===== src/rtl/mem_lsu.sv =====
// mem_lsu: pipeline memory stage - data bus access, load extension, misalignment traps.
// Defining LSU_BUS_TIMEOUT_EN adds the bus wait timeout counter and the FAULT state.
module mem_lsu #(
  parameter int WIDTH          = 32,
  parameter int TIMEOUT_CYCLES = 64
) (
  input  logic             clk,
  input  logic             rst_n,
  input  logic             ctrl_flush,
  input  logic             hold_i,
  input  logic             rd_we,
  input  logic [4:0]       rd_addr,
  input  logic [WIDTH-1:0] rd_wdata,
  input  logic             mem_re,
  input  logic             mem_we,
  input  logic [2:0]       mem_funct3,
  input  logic [WIDTH-1:0] mem_addr,
  input  logic [WIDTH-1:0] mem_wdata,
  input  logic             csr_we,
  input  logic [11:0]      csr_waddr,
  input  logic [WIDTH-1:0] csr_wdata,
  output logic             rd_we_o,
  output logic [4:0]       rd_addr_o,
  output logic [WIDTH-1:0] rd_wdata_o,
  output logic             csr_we_o,
  output logic [11:0]      csr_waddr_o,
  output logic [WIDTH-1:0] csr_wdata_o,
  output logic             stall_req,
  output logic             dbus_req,
  output logic             dbus_we,
  output logic [WIDTH-1:0] dbus_addr,
  output logic [3:0]       dbus_be,
  output logic [WIDTH-1:0] dbus_wdata,
  input  logic             dbus_gnt,
  input  logic             dbus_rvalid,
  input  logic [WIDTH-1:0] dbus_rdata,
  output logic             exc_valid,
  output logic [3:0]       exc_cause,
  output logic [WIDTH-1:0] exc_tval,
  output logic [2:0]       state_dbg
);

  if (WIDTH != 32 || TIMEOUT_CYCLES < 1) begin : g_bad_cfg
    $error("mem_lsu: WIDTH must be 32 and TIMEOUT_CYCLES at least 1");
  end

  typedef enum logic [2:0] {
    S_IDLE   = 3'd0,
    S_REQ    = 3'd1,
    S_WAIT_R = 3'd2,
    S_DONE   = 3'd3,
    S_DRAIN  = 3'd4
`ifdef LSU_BUS_TIMEOUT_EN
    , S_FAULT = 3'd5
`endif
  } state_e;

  localparam logic [1:0] SZ_B = 2'd0;
  localparam logic [1:0] SZ_H = 2'd1;
  localparam logic [1:0] SZ_W = 2'd2;

  state_e           state, state_next;
  logic             active;
  logic             capture;
  logic [WIDTH-1:0] load_q;
  logic             is_load, is_store, access, misaligned;
  logic [1:0]       size, lane;
  logic [7:0]       rbyte;
  logic [15:0]      rhalf;
  logic [WIDTH-1:0] load_ext, wdata_calc;
  logic [3:0]       be_calc;
  logic             timeout;

  assign is_load    = mem_re;
  assign is_store   = mem_we & ~mem_re;
  assign access     = mem_re | mem_we;
  assign lane       = mem_addr[1:0];
  assign size       = (mem_funct3[1:0] == 2'b00) ? SZ_B :
                      (mem_funct3[1:0] == 2'b01) ? SZ_H : SZ_W;
  assign misaligned = access & (((size == SZ_H) & mem_addr[0]) |
                                ((size == SZ_W) & (mem_addr[1:0] != 2'b00)));

  assign rbyte = dbus_rdata[{lane, 3'b000} +: 8];
  assign rhalf = mem_addr[1] ? dbus_rdata[31:16] : dbus_rdata[15:0];

  // Unused funct3 codes (011, 110, 111) fall through to a full word.
  always_comb begin
    case (mem_funct3)
      3'b000:  load_ext = {{24{rbyte[7]}}, rbyte};
      3'b001:  load_ext = {{16{rhalf[15]}}, rhalf};
      3'b100:  load_ext = {24'd0, rbyte};
      3'b101:  load_ext = {16'd0, rhalf};
      default: load_ext = dbus_rdata;
    endcase
  end

  always_comb begin
    case (size)
      SZ_B: begin
        be_calc    = 4'b0001 << lane;
        wdata_calc = {4{mem_wdata[7:0]}};
      end
      SZ_H: begin
        be_calc    = 4'b0011 << {mem_addr[1], 1'b0};
        wdata_calc = {2{mem_wdata[15:0]}};
      end
      default: begin
        be_calc    = 4'b1111;
        wdata_calc = mem_wdata;
      end
    endcase
  end

  // Outputs stay at zero until the first clock edge after reset release.
  always_ff @(posedge clk or negedge rst_n) begin
    if (!rst_n) begin
      state  <= S_IDLE;
      active <= 1'b0;
      load_q <= '0;
    end else begin
      state  <= state_next;
      active <= 1'b1;
      if (capture) load_q <= load_ext;
    end
  end

`ifdef LSU_BUS_TIMEOUT_EN
  localparam int TW = $clog2(TIMEOUT_CYCLES + 1);
  logic [TW-1:0] to_cnt;
  logic          fault_from_wait;

  assign timeout = ((state == S_REQ) || (state == S_WAIT_R)) &&
                   (to_cnt == TW'(TIMEOUT_CYCLES - 1));

  always_ff @(posedge clk or negedge rst_n) begin
    if (!rst_n) begin
      to_cnt          <= '0;
      fault_from_wait <= 1'b0;
    end else begin
      if (state_next != state) to_cnt <= '0;
      else if ((state == S_REQ) || (state == S_WAIT_R)) to_cnt <= to_cnt + 1'b1;
      if (state_next == S_FAULT) fault_from_wait <= (state == S_WAIT_R);
    end
  end
`else
  assign timeout = 1'b0;
`endif

  // Bus handshake: dbus_req rises with the address/be/wdata and holds them until
  // dbus_gnt is seen high on a clock edge; a granted load returns exactly one
  // dbus_rvalid later. The request is withdrawn before grant only on ctrl_flush.
  always_comb begin
    state_next  = state;
    capture     = 1'b0;
    stall_req   = 1'b0;
    dbus_req    = 1'b0;
    rd_we_o     = 1'b0;
    rd_addr_o   = '0;
    rd_wdata_o  = '0;
    csr_we_o    = 1'b0;
    csr_waddr_o = '0;
    csr_wdata_o = '0;
    exc_valid   = 1'b0;
    exc_cause   = 4'd0;
    exc_tval    = '0;
    if (active) begin
      rd_addr_o   = rd_addr;
      rd_wdata_o  = rd_wdata;
      csr_waddr_o = csr_waddr;
      csr_wdata_o = csr_wdata;
      case (state)
        S_IDLE: begin
          if (ctrl_flush) begin
            state_next = S_IDLE;
          end else if (!access) begin
            rd_we_o  = rd_we;
            csr_we_o = csr_we;
          end else if (misaligned) begin
            exc_valid = 1'b1;
            exc_cause = is_load ? 4'd4 : 4'd6;
            exc_tval  = mem_addr;
          end else begin
            dbus_req  = 1'b1;
            stall_req = 1'b1;
            if (dbus_gnt) state_next = is_load ? S_WAIT_R : S_DONE;
            else          state_next = S_REQ;
          end
        end
        S_REQ: begin
          dbus_req  = 1'b1;
          stall_req = 1'b1;
          if (dbus_gnt) begin
            if (is_load) state_next = ctrl_flush ? S_DRAIN : S_WAIT_R;
            else         state_next = ctrl_flush ? S_IDLE : S_DONE;
          end else if (ctrl_flush) begin
            state_next = S_IDLE;
          end else if (timeout) begin
`ifdef LSU_BUS_TIMEOUT_EN
            state_next = S_FAULT;
`endif
          end
        end
        S_WAIT_R: begin
          stall_req = 1'b1;
          if (ctrl_flush) begin
            state_next = dbus_rvalid ? S_IDLE : S_DRAIN;
          end else if (dbus_rvalid) begin
            capture    = 1'b1;
            state_next = S_DONE;
          end else if (timeout) begin
`ifdef LSU_BUS_TIMEOUT_EN
            state_next = S_FAULT;
`endif
          end
        end
        S_DONE: begin
          rd_we_o  = rd_we;
          csr_we_o = csr_we;
          if (is_load) rd_wdata_o = load_q;
          if (ctrl_flush || !hold_i) state_next = S_IDLE;
        end
        S_DRAIN: begin
          if (access) begin
            stall_req = 1'b1;
          end else begin
            rd_we_o  = rd_we;
            csr_we_o = csr_we;
          end
          if (dbus_rvalid) state_next = S_IDLE;
        end
`ifdef LSU_BUS_TIMEOUT_EN
        S_FAULT: begin
          exc_valid  = 1'b1;
          exc_cause  = is_load ? 4'd5 : 4'd7;
          exc_tval   = mem_addr;
          state_next = fault_from_wait ? S_DRAIN : S_IDLE;
        end
`endif
        default: state_next = S_IDLE;
      endcase
    end
  end

  assign dbus_we    = dbus_req & is_store;
  assign dbus_addr  = dbus_req ? {mem_addr[WIDTH-1:2], 2'b00} : '0;
  assign dbus_be    = dbus_req ? be_calc : 4'd0;
  assign dbus_wdata = dbus_we ? wdata_calc : '0;
  assign state_dbg  = state;

endmodule


===== config.mk =====
export PLATFORM = sky130hd
export DESIGN_NAME = mem_lsu
export DESIGN_NICKNAME = d
export VERILOG_FILES = /design/src/rtl/mem_lsu.sv
export SDC_FILE = /design/constraint.sdc
export NUM_CORES = 1
export LEC_CHECK = 0
export CAP_MARGIN = 20
export CORE_AREA = 5 5 147 149
export DETAILED_ROUTE_END_ITERATION = 6
export DIE_AREA = 0 0 152 154
export MAX_ROUTING_LAYER = met4
export PLACE_DENSITY = 0.69
export SYNTH_ARGS = -nofsm -noshare
export SYNTH_HDL_FRONTEND = slang
export SYNTH_SLANG_ARGS = --single-unit

===== constraint.sdc =====
create_clock -name clk -period 1.8 [get_ports clk]
set_input_delay 0.27 -clock clk [delete_from_list [all_inputs] [get_ports clk]]
set_output_delay 0.27 -clock clk [all_outputs]
set_load 0.005 [all_outputs]

==> results of run 1 <==
-- cell usage in the layout, fill, tap and decap left out, types with 9 or more instances in the layout --
cell type and instances:
a32o_1 9, nand2_2 21, clkdlybuf4s50_1 187, clkdlybuf4s15_2 10, a211oi_1 10, a21oi_1 17, buf_4 81, buf_6 111
nor2_1 32, mux2i_1 20, a21boi_1 17, nand3_1 33, dlymetal6s2s_1 49, and2_1 63, buf_12 16, buf_2 57
nand2_1 87, dfrtp_1 32, a21boi_2 14, clkbuf_16 13, nor2_4 16, and2_4 56, nand2_4 12
-- power groups by stage --
stage                     Clock (mW)  Sequential, mW  Combinational (mW)
after floorplan                    0            1.34                1.13
after global placement             0            1.40                2.68
after detailed placement           0            1.41                2.69
after CTS                       1.00            1.41                3.06
after global routing            1.05            1.55                3.89
final                          0.991            1.50                3.62
-- final cells by class --
cell class	count	area (um2)	share of cell area (%)
timing repair buffer	541	5610	52.4
multi-input combinational	513	3650	34.1
sequential	36	906	8.46
tap	270	338	3.16
clock buffer	5	125	1.17
clock inverter	3	42.5	0.398
inverter	6	25.0	0.234
antenna	3	7.51	0.0702
-- Yosys cell counts, types with 2 or more instances --
cell / n / share of area, %
nand2_1: 120 / 11
and2_1: 119 / 18
nor2_1: 49 / 4.5
dfrtp_1: 36 / 22
nand3_1: 36 / 4.4
clkbuf_1: 33 / 3.0
a21boi_0: 32 / 5.8
a21oi_1: 26 / 3.2
mux2i_1: 20 / 4.8
buf_2: 15 / 1.8
a211oi_1: 11 / 2.0
nor2b_1: 10 / 1.5
a32o_1: 9 / 2.2
nor3_1: 8 / 0.97
and3_1: 6 / 0.91
inv_1: 6 / 0.55
buf_4: 5 / 0.91
nand2b_1: 5 / 0.76
o21ai_0: 5 / 0.61
and3b_1: 4 / 0.85
o211ai_1: 4 / 0.73
o22a_1: 4 / 0.85
a211o_1: 3 / 0.64
a31oi_1: 3 / 0.45
buf_1: 3 / 0.27
o21a_1: 3 / 0.55
or2_2: 3 / 0.45
buf_6: 2 / 0.55
clkbuf_2: 2 / 0.24
conb_1: 2 / 0.18
nand4_1: 2 / 0.30
nor3b_1: 2 / 0.36
nor4_1: 2 / 0.30
or3_1: 2 / 0.30
-- worst paths after layout --
check                             start      endpoint  slack, ns  depth (start not counted)
max in group asynchronous         rst_n    load_q[11]       1.18                          2
hold / removal                    rst_n  state_dbg[2]       0.06                          1
setup / recovery           state_dbg[0]   exc_tval[6]      -0.42                          6
hold reg to reg               load_q[5]     load_q[5]       0.49                          2
min in group clk              load_q[5]     load_q[5]       0.49                          2
setup reg to reg           state_dbg[2]  state_dbg[2]      -0.18                          5
-- stage by stage --
| step | power (mW) | std cells | instance area [um2] | hold WS [ns] |
|---|---|---|---|---|
| after floorplan | 2.47 | 614 | 4170 | -0.0256 |
| after global placement | 4.07 | 1286 | 8740 | 0.370 |
| after detailed placement | 4.10 | 1286 | 8740 | 0.373 |
| after CTS | 5.48 | 1328 | 9330 | 0.0804 |
| after global routing | 6.48 | 1377 | 10700 | 0.111 |
| final | 6.11 | 1377 | 10700 | 0.0560 |
-- registers in the layout, indices dropped and copies added, names as in the netlist --
register,count
state_dbg,3
active,1
load_q,32
-- kinds of logic (layout without fill, tap and decap cells) --
family / count (synthesis) / in the layout / synth area share [%]
and+or+nand+nor: 373 / 374 / 45.5
AOI/OAI and AO/OA: 110 / 110 / 19.1
buffers and inverters: 66 / 555 / 7.33
DFF: 36 / 36 / 21.8
muxes: 23 / 23 / 5.94
other: 2 / 8 / 0.182
xor gates and xnor gates: 1 / 1 / 0.212
-- per-layer routing --
metal,vias to the layer above,wire (um)
li1,3041,-
met1,3073,11500
met2,345,15600
met3,35,1910
met4,0,659
met5,-,0
-- timing repair --
action,4_1_cts,5_1_grt
buffers inserted,24,41
endpoints found under the setup margin,222,222
cloned,10,14
gates resized for setup,563,406
pin swaps,24,65
==> impl_metrics.yaml, run 1 <==
outcome:
  status: "finished with violations"
  violations: "setup timing"
place:
  dpl.hpwl_um: 20300
  io_buffer_count: 379
  place.gp.congestion: 0.941
  pre_cts_ws_ns: -0.918
route:
  wl_per_cell_um: 21.5
  post-route-drc-count: 0
  routed_via_density: 4.72
  drt_pass1_iterations: 5
  routed_wl_um: 29700
  drt_iter0_markers: 327
  vias: 6494
  postRouteAntennaNets: 0
worst_hold_path:
  hp-class: "primary input to async pin"
clocking:
  tritoncts: "built"
  htree_levels: 2
  cts_made_buffers: 5
  clockBufferDepth: 2
  clock_latency_ns: 0.28
  cts_root_buf: "clkbuf_16"
  postCtsHoldBufs: 0
  path_clk_slew_ns: 0.06
  cts.sinks: 36
pwr:
  sw_frac_of_total_pct: 34.5
  pwr-share-seq_pct: 24.6
  p_int_mw: 4.00
  p_comb_share_pct: 59.2
  p_leak_nw: 5.53
  p_per_area_mw_per_mm2: 571
  p_switching_mw: 2.11
  clkPwrFrac_pct: 16.2
  ir_drop_mv: 0.403
yosys:
  ys_ff_latch: 36
  ys_warn_count: 0
  syn_avg_cell_area_um2: 6.76
  ys.flop_type: "dfrtp_1"
  synthCells: 611
  synth-seq-area-share_pct: 21.8
  synth_edf_count: 0
  syn_area_mm2: 0.00413
  ys_types: 53
  synthArstFlopShare_pct: 100
timing:
  slew_viol_final: 0
  layout_setup_ws_ns: -0.417
  hold_viol: 0
  rsz0062_at_grt: "yes"
  fin_crit_sh_pct: 123
  setup_viol: 164
  finClkSkew_ns: 0.00567
  layout_min_cycle_time_ns: 2.22
  slew_headroom_pct: 48.9
  worst_slew_pin_slew_ns: 0.767
  setup-tns-final_ns: -39.97
  max_freq_mhz: 451
floorplanning:
  die_x_um: 152
  die_area_mm2: 0.0234
  num_rows: 52
  die_h_um: 154
  num_io_pins: 384
  core_area_mm2: 0.0200
  start_util_pct: 20.6
global_routing:
  grtUsageMet3_pct: 3.63
  track_usage_pct: 21.7
  grt_max_degree: 90
  grt-ovfl-total: 0
  busiest_layer: "met2"
  first_global_vias: 6634
  antenna_found_initial: 6
  use_met2_pct: 39.7
  grt_util_met1_pct: 24.2
  grt_pass1_wl_um: 38900
setup_path:
  end_kind: "output pin"
  cp_num_buf_inv: 3
  max_stage_delay_ns: 0.44
  cp_data_required_time_ns: 1.53
  path_max_fanout: 16
  arrival_ns: 1.95
  path_cells: "or3_4, nor3_4, buf_12, buf_16, and2_4, clkdlybuf4s15_2"
  cp_slowest_cell: "dfrtp_2"
  worstSetupPathType: "flip-flop to output pin"
  startpoint_type: "flip-flop"
  critPathTopFamily: "simple AND/OR/NAND/NOR gates"
cells_and_area:
  area_growth_pct: 159
  layout-drive-gt1-share_pct: 43.3
  utilization_pct: 53.4
  final_nets: 1293
  fill_cells: 1874
run:
  max-cap-violations: 0
No activity file was read; power rests on OpenSTA's default activity.
==> inputs of run 2 (changes only) <==
==> config.mk (replaced) <==
export PLATFORM = sky130hd
export DESIGN_NAME = mem_lsu
export DESIGN_NICKNAME = d
export VERILOG_FILES = /design/src/rtl/mem_lsu.sv
export SDC_FILE = /design/constraint.sdc
export NUM_CORES = 1
export LEC_CHECK = 0
export ABC_AREA = 1
export CAP_MARGIN = 20
export CORE_AREA = 5 5 144 146
export DETAILED_ROUTE_END_ITERATION = 6
export DIE_AREA = 0 0 149 151
export MAX_ROUTING_LAYER = met4
export PLACE_DENSITY = 0.74
export SYNTH_ARGS = -nofsm -noshare
export SYNTH_HDL_FRONTEND = slang
export SYNTH_SLANG_ARGS = --single-unit
==> run 2 against run 1 <==
The flow still finishes with violations (setup timing). Critical path depth increased by 4. Die area decreased by 3.9%. Area after synthesis up 9.1%. Clock skew shrank 0.0012 ns. Synthesized cell count increased by 40%. Sequential share of layout area shrank 0.26 points. Maximum frequency grew 3.9%. Global-route usage grew 1.2 points. Worst setup slack improved by 0.083 ns. Register-to-register slack improved by 0.06 ns. Sequential power about the same. Largest cell class unchanged.
==> impl_metrics.yaml, run 2 <==
timing:
  setup-tns-final_ns: -35.68
  finClkSkew_ns: 0.00444
  worst_slew_pin_slew_ns: 0.542
  fin_crit_sh_pct: 119
  holdWs_ns: 0.479
  rsz0062_at_grt: "yes"
  setup_viol: 167
  layout_min_cycle_time_ns: 2.13
  slew_viol_final: 0
  slew_headroom_pct: 63.5
  max_freq_mhz: 468
  hold_viol: 0
  layout_setup_ws_ns: -0.335
floorplanning:
  num_rows: 51
  core_area_mm2: 0.0193
  start_util_pct: 23.4
  die_x_um: 149
  die_h_um: 151
  die_area_mm2: 0.0225
  num_io_pins: 384
yosys:
  synthCells: 855
  synth_top_area_share_pct: 20.0
  ys_types: 33
  ys_top_cells_by_count: "nand2_1, inv_1, nor2_1"
  syn_avg_cell_area_um2: 5.27
  ys_ff_latch: 36
  synth_edf_count: 0
  synth_area_leaders: "dfrtp_1, nand2_1, inv_1"
  synth-seq-area-share_pct: 20.0
  yosysMostFrequentCell: "nand2_1"
  ys_warn_count: 0
  syn_area_mm2: 0.00450
  yosysTopAreaCell: "dfrtp_1"
  synthArstFlopShare_pct: 100
  ys.flop_type: "dfrtp_1"
cells_and_area:
  layout-drive-gt1-share_pct: 42.9
  design_area_mm2: 0.0110
  largest_reg_flops: 32
  largest_register: "load_q"
  final_common_cell: "clkdlybuf4s50_1"
  final_cell_mix: "clkdlybuf4s50_1, inv_1, nand2_1, buf_2"
  final_nets: 1541
  area_growth_pct: 145
setup_path:
  startpoint_type: "flip-flop"
  arrival_ns: 1.86
  path_max_fanout: 6
  rr_worst_depth: 12
  r2r_setup_slack_ns: -0.12
  end_kind: "output pin"
  worstSetupPathType: "flip-flop to output pin"
  cp_data_required_time_ns: 1.53
place:
  io_buffer_count: 379
  pre_cts_ws_ns: -0.828
  place_area_mm2: 0.00910
  dpl.hpwl_um: 19200
  place.gp.congestion: 0.879
clocking:
  htree_levels: 2
  cts_root_buf: "clkbuf_16"
  clockBufferDepth: 2
  cts.sinks: 36
  cts_made_buffers: 5
  tritoncts: "built"
  clock_latency_ns: 0.28
  path_clk_slew_ns: 0.06
outcome:
  status: "finished with violations"
  violations: "setup timing"
global_routing:
  grt-ovfl-total: 0
  grt_pass1_wl_um: 39800
  grt_max_degree: 26
  first_global_vias: 7391
  track_usage_pct: 22.9
  antenna_found_initial: 1
pwr:
  power_mw: 6.90
  p_per_area_mw_per_mm2: 625
  p_leak_nw: 5.95
  ir_drop_mv: 0.376
route:
  drt_pass1_iterations: 5
  drt_iter0_markers: 343
  vias: 7224
  postRouteAntennaNets: 0
  routed_via_density: 4.46
  post-route-drc-count: 0
  wl_per_cell_um: 17.1
  routed_wl_um: 27700
worst_hold_path:
  hp-class: "flip-flop to flip-flop"
  hold_depth: 2
run:
  max-cap-violations: 0
run 2: cell types whose count changed after synthesis, sizes merged, moves of 32 or more:
cell    delta
inv      +184
nor2     +131
and2     -119
nand2     +80
o21ai     +54
a21boi    -32
run 2: area by class of cell:
cell class,count,area [um2]
fillers,1808,8230
repair buffers,538,5110
multi-input cells,580,3780
flip-flops and latches,36,906
inverters,190,736
well taps,265,332
clock buffers,5,125
clock inverters,3,42.5
diodes,1,2.50
run 2: cells by family after synthesis:
family | share of synthesized area (%)
compound gates | 14.5
buf+inv | 22.5
flops | 20.0
mux | 0.222
other cells | 0.167
simple gates | 42.7
run 2: final timing paths:
kind | startpoint | to
hold / removal | load_q[10] | load_q[10]
min in group asynchronous | rst_n | load_q[6]
max in group asynchronous | rst_n | load_q[21]
setup / recovery | state_dbg[0] | dbus_wdata[28]
hold reg to reg | load_q[10] | load_q[10]
setup reg to reg | state_dbg[0] | load_q[20]
run 2: what timing repair did:
item / in CTS / in global routing
pin swaps: 39 / 60
gates cloned: 24 / 4
endpoints found under the hold margin: 21 / 0
gates resized for setup: 820 / 277
hold buffers: 1 / 0
setup buffers: 33 / 19
setup endpoints to repair: 215 / 194
run 2: worst max-delay path, cell delays in order (launching register included):
cell and delay (ns):
dfrtp_2 0.45, nor2_4 0.15, nand3_2 0.10, inv_2 0.11, nand3_4 0.08, nand2_4 0.11, nand2_8 0.10, buf_16 0.16
buf_8 0.13, nor2_4 0.08, buf_6 0.10
run 2: per-stage QoR:
step                utilization [%]  cells
finish                         57.3   1618
global placement               47.2   1538
detailed placement             47.2   1538
global route                   57.3   1618
floorplan                         -    858
CTS                            53.0   1602
run 2: metal layers:
metal / GRT usage, % / wire length, um / up-vias
li1: - / - / 3526
met3: 2.66 / 1730 / 48
met2: 43.2 / 14900 / 315
met5: - / 0 / -
met1: 26.2 / 10500 / 3335
met4: 4.85 / 680 / 0
run 2: report_power, final:
part	switching, mW	leakage [nW]	total (mW)	internal (mW)
Clock	0.356	0.0798	1.01	0.651
Sequential	0.348	0.443	1.53	1.18
Combinational	2.06	5.43	4.36	2.30
==> inputs of run 3 (changes only) <==
==> config.mk (replaced) <==
export PLATFORM = sky130hd
export DESIGN_NAME = mem_lsu
export DESIGN_NICKNAME = d
export VERILOG_FILES = /design/src/rtl/mem_lsu.sv
export SDC_FILE = /design/constraint.sdc
export NUM_CORES = 1
export LEC_CHECK = 0
export ABC_AREA = 1
export CAP_MARGIN = 15
export CORE_AREA = 5 5 146 148
export DETAILED_ROUTE_END_ITERATION = 6
export DIE_AREA = 0 0 151 153
export MAX_ROUTING_LAYER = met4
export PLACE_DENSITY = 0.7
export SYNTH_ARGS = -nofsm -noshare
export SYNTH_HDL_FRONTEND = slang
export SYNTH_SLANG_ARGS = --single-unit
==> constraint.sdc (replaced) <==
create_clock -name clk -period 2.2 [get_ports clk]
set_input_delay 0.33 -clock clk [delete_from_list [all_inputs] [get_ports clk]]
set_output_delay 0.33 -clock clk [all_outputs]
set_load 0.005 [all_outputs]
==> run 3 against run 2 <==
The flow still finishes with violations (setup timing). Via count is 5.2% lower. Wire length is 9.6% lower. Combinational power is 22% lower. First-iteration DRC count is 16% lower. Total power is 22% lower. Design area is 7.8% lower. Clock skew is 0.0019 ns lower. Global-route usage is 2.8 points lower. Worst hold slack worse by 0.46 ns. Critical endpoint is now exc_tval[1]. Highest routed layer unchanged.
==> impl_metrics.yaml, run 3 (synthesis gave the netlist of run 2 again) <==
place:
  place.gp.congestion: 0.883
  pre_cts_ws_ns: -0.394
  io_buffer_count: 379
  place_area_mm2: 0.00894
  dpl.hpwl_um: 18800
  dp_cells: 1520
setup_path:
  arrival_ns: 1.95
  r2r_end: "load_q[17]"
  r2r_setup_slack_ns: 0.31
  max_stage_delay_ns: 0.47
  path_max_fanout: 8
  cp_data_required_time_ns: 1.87
  startpoint_type: "flip-flop"
  reg2reg_from: "state_dbg[1]"
  path_cells: "inv_2, nand3_2, inv_2, buf_6, nand4_1, buf_6, clkbuf_16, buf_6, nor2_4, buf_2"
  crit_path_end: "exc_tval[1]"
  crit_start: "state_dbg[2]"
  end_kind: "output pin"
  cp_slowest_cell: "dfrtp_2"
  rr_worst_depth: 11
  worstSetupPathType: "flip-flop to output pin"
  crit_top_cell: "buf_6"
floorplanning:
  die_x_um: 151
  num_rows: 52
  core_area_mm2: 0.0199
  die_area_mm2: 0.0231
  num_io_pins: 384
  start_util_pct: 22.6
  die_h_um: 153
route:
  drt_pass1_iterations: 4
  drt_iter0_markers: 289
  post-route-drc-count: 0
  postRouteAntennaNets: 0
  routed_via_density: 4.31
  vias: 6847
  routed_wl_um: 25000
  wl_per_cell_um: 15.8
global_routing:
  antenna_found_initial: 1
  track_usage_pct: 20.1
  first_global_vias: 6787
  grt-ovfl-total: 0
  grt_pass1_wl_um: 36300
  grt_max_degree: 45
clocking:
  htree_levels: 2
  clock_latency_ns: 0.28
  path_clk_slew_ns: 0.06
  tritoncts: "built"
  postCtsHoldBufs: 0
  cts_made_buffers: 5
  cts_root_buf: "clkbuf_16"
  clockBufferDepth: 2
  cts.sinks: 36
cells_and_area:
  final_common_cell: "clkdlybuf4s50_1"
  area_growth_pct: 126
  final_cell_mix: "clkdlybuf4s50_1, nand2_1, inv_1, nor2_1, buf_2"
  largest_register: "load_q"
  fin_cells: 1587
  utilization_pct: 51.1
  layout-drive-gt1-share_pct: 30.6
  design_area_mm2: 0.0102
  final_nets: 1506
  largest_reg_flops: 32
  diodes: 0
timing:
  setup-tns-final_ns: -1.24
  worst_slew_pin_slew_ns: 0.519
  fin_crit_sh_pct: 104
  holdWs_ns: 0.0218
  max_freq_mhz: 438
  hold_viol: 0
  setup_viol: 23
  layout_min_cycle_time_ns: 2.28
  finClkSkew_ns: 0.00251
  rsz0062_at_grt: "yes"
  slew_viol_final: 0
  slew_headroom_pct: 65.4
  layout_setup_ws_ns: -0.0818
outcome:
  status: "finished with violations"
  violations: "setup timing"
pwr:
  ir_drop_mv: 0.357
  p_per_area_mw_per_mm2: 530
  p_leak_nw: 5.68
  power_mw: 5.39
worst_hold_path:
  hp-class: "primary input to async pin"
run:
  max-cap-violations: 0
-- run 3: cell count changes in the layout (fill, tap and decap cells not counted), moves of 20 or more --
cell | previous run | this run
a21oi_1 | 20 | 54
a21oi_2 | 30 | 1
buf_2 | 117 | 84
buf_4 | 93 | 73
clkdlybuf4s50_1 | 187 | 233
nand2_1 | 171 | 191
nor2_1 | 64 | 91
nor2_4 | 93 | 69
-- run 3: cell type report --
type                            count  area, um2
Fill cell                        2007       9730
Timing Repair Buffer              502       4740
Multi-Input combinational cell    581       3310
Sequential cell                    36        906
Inverter                          190        721
Tap cell                          270        338
Clock buffer                        5        125
Clock inverter                      3       42.5
-- run 3: worst min-delay path by stage --
stage,cells after the start,from,endpoint,slack (ns)
after floorplan,0,rst_n,active,0.03
after CTS,1,rst_n,load_q[8],0.04
final,1,rst_n,load_q[10],0.02
after detailed placement,1,rst_n,load_q[8],0.33
after global routing,1,rst_n,load_q[8],0.07
after global placement,1,rst_n,load_q[10],0.32
-- run 3: repair_timing --
action,4_1_cts,5_1_grt
gates resized for setup,340,389
pin swaps,11,10
setup buffers,22,26
gates cloned,8,6
endpoints found under the setup margin,138,137
-- run 3: layer usage --
| metal | global-route usage, % | part of all wire [%] |
|---|---|---|
| met4 | 3.50 | 2.1 |
| met5 | - | 0 |
| met3 | 2.81 | 5.9 |
| met2 | 36.9 | 53 |
| met1 | 23.4 | 39 |
-- run 3: power by group --
part	internal (mW)	switching [mW]	leakage [nW]	total (mW)
Clock	0.533	0.291	0.0798	0.824
Sequential	0.968	0.222	0.443	1.19
Combinational	1.82	1.56	5.16	3.38
-- run 3: worst max-delay path: cells and delay by family (launching register included) --
kind	cells	cell delay [ns]
DFF	1	0.47
and+or+nand+nor	3	0.28
buffers and inverters	7	0.90
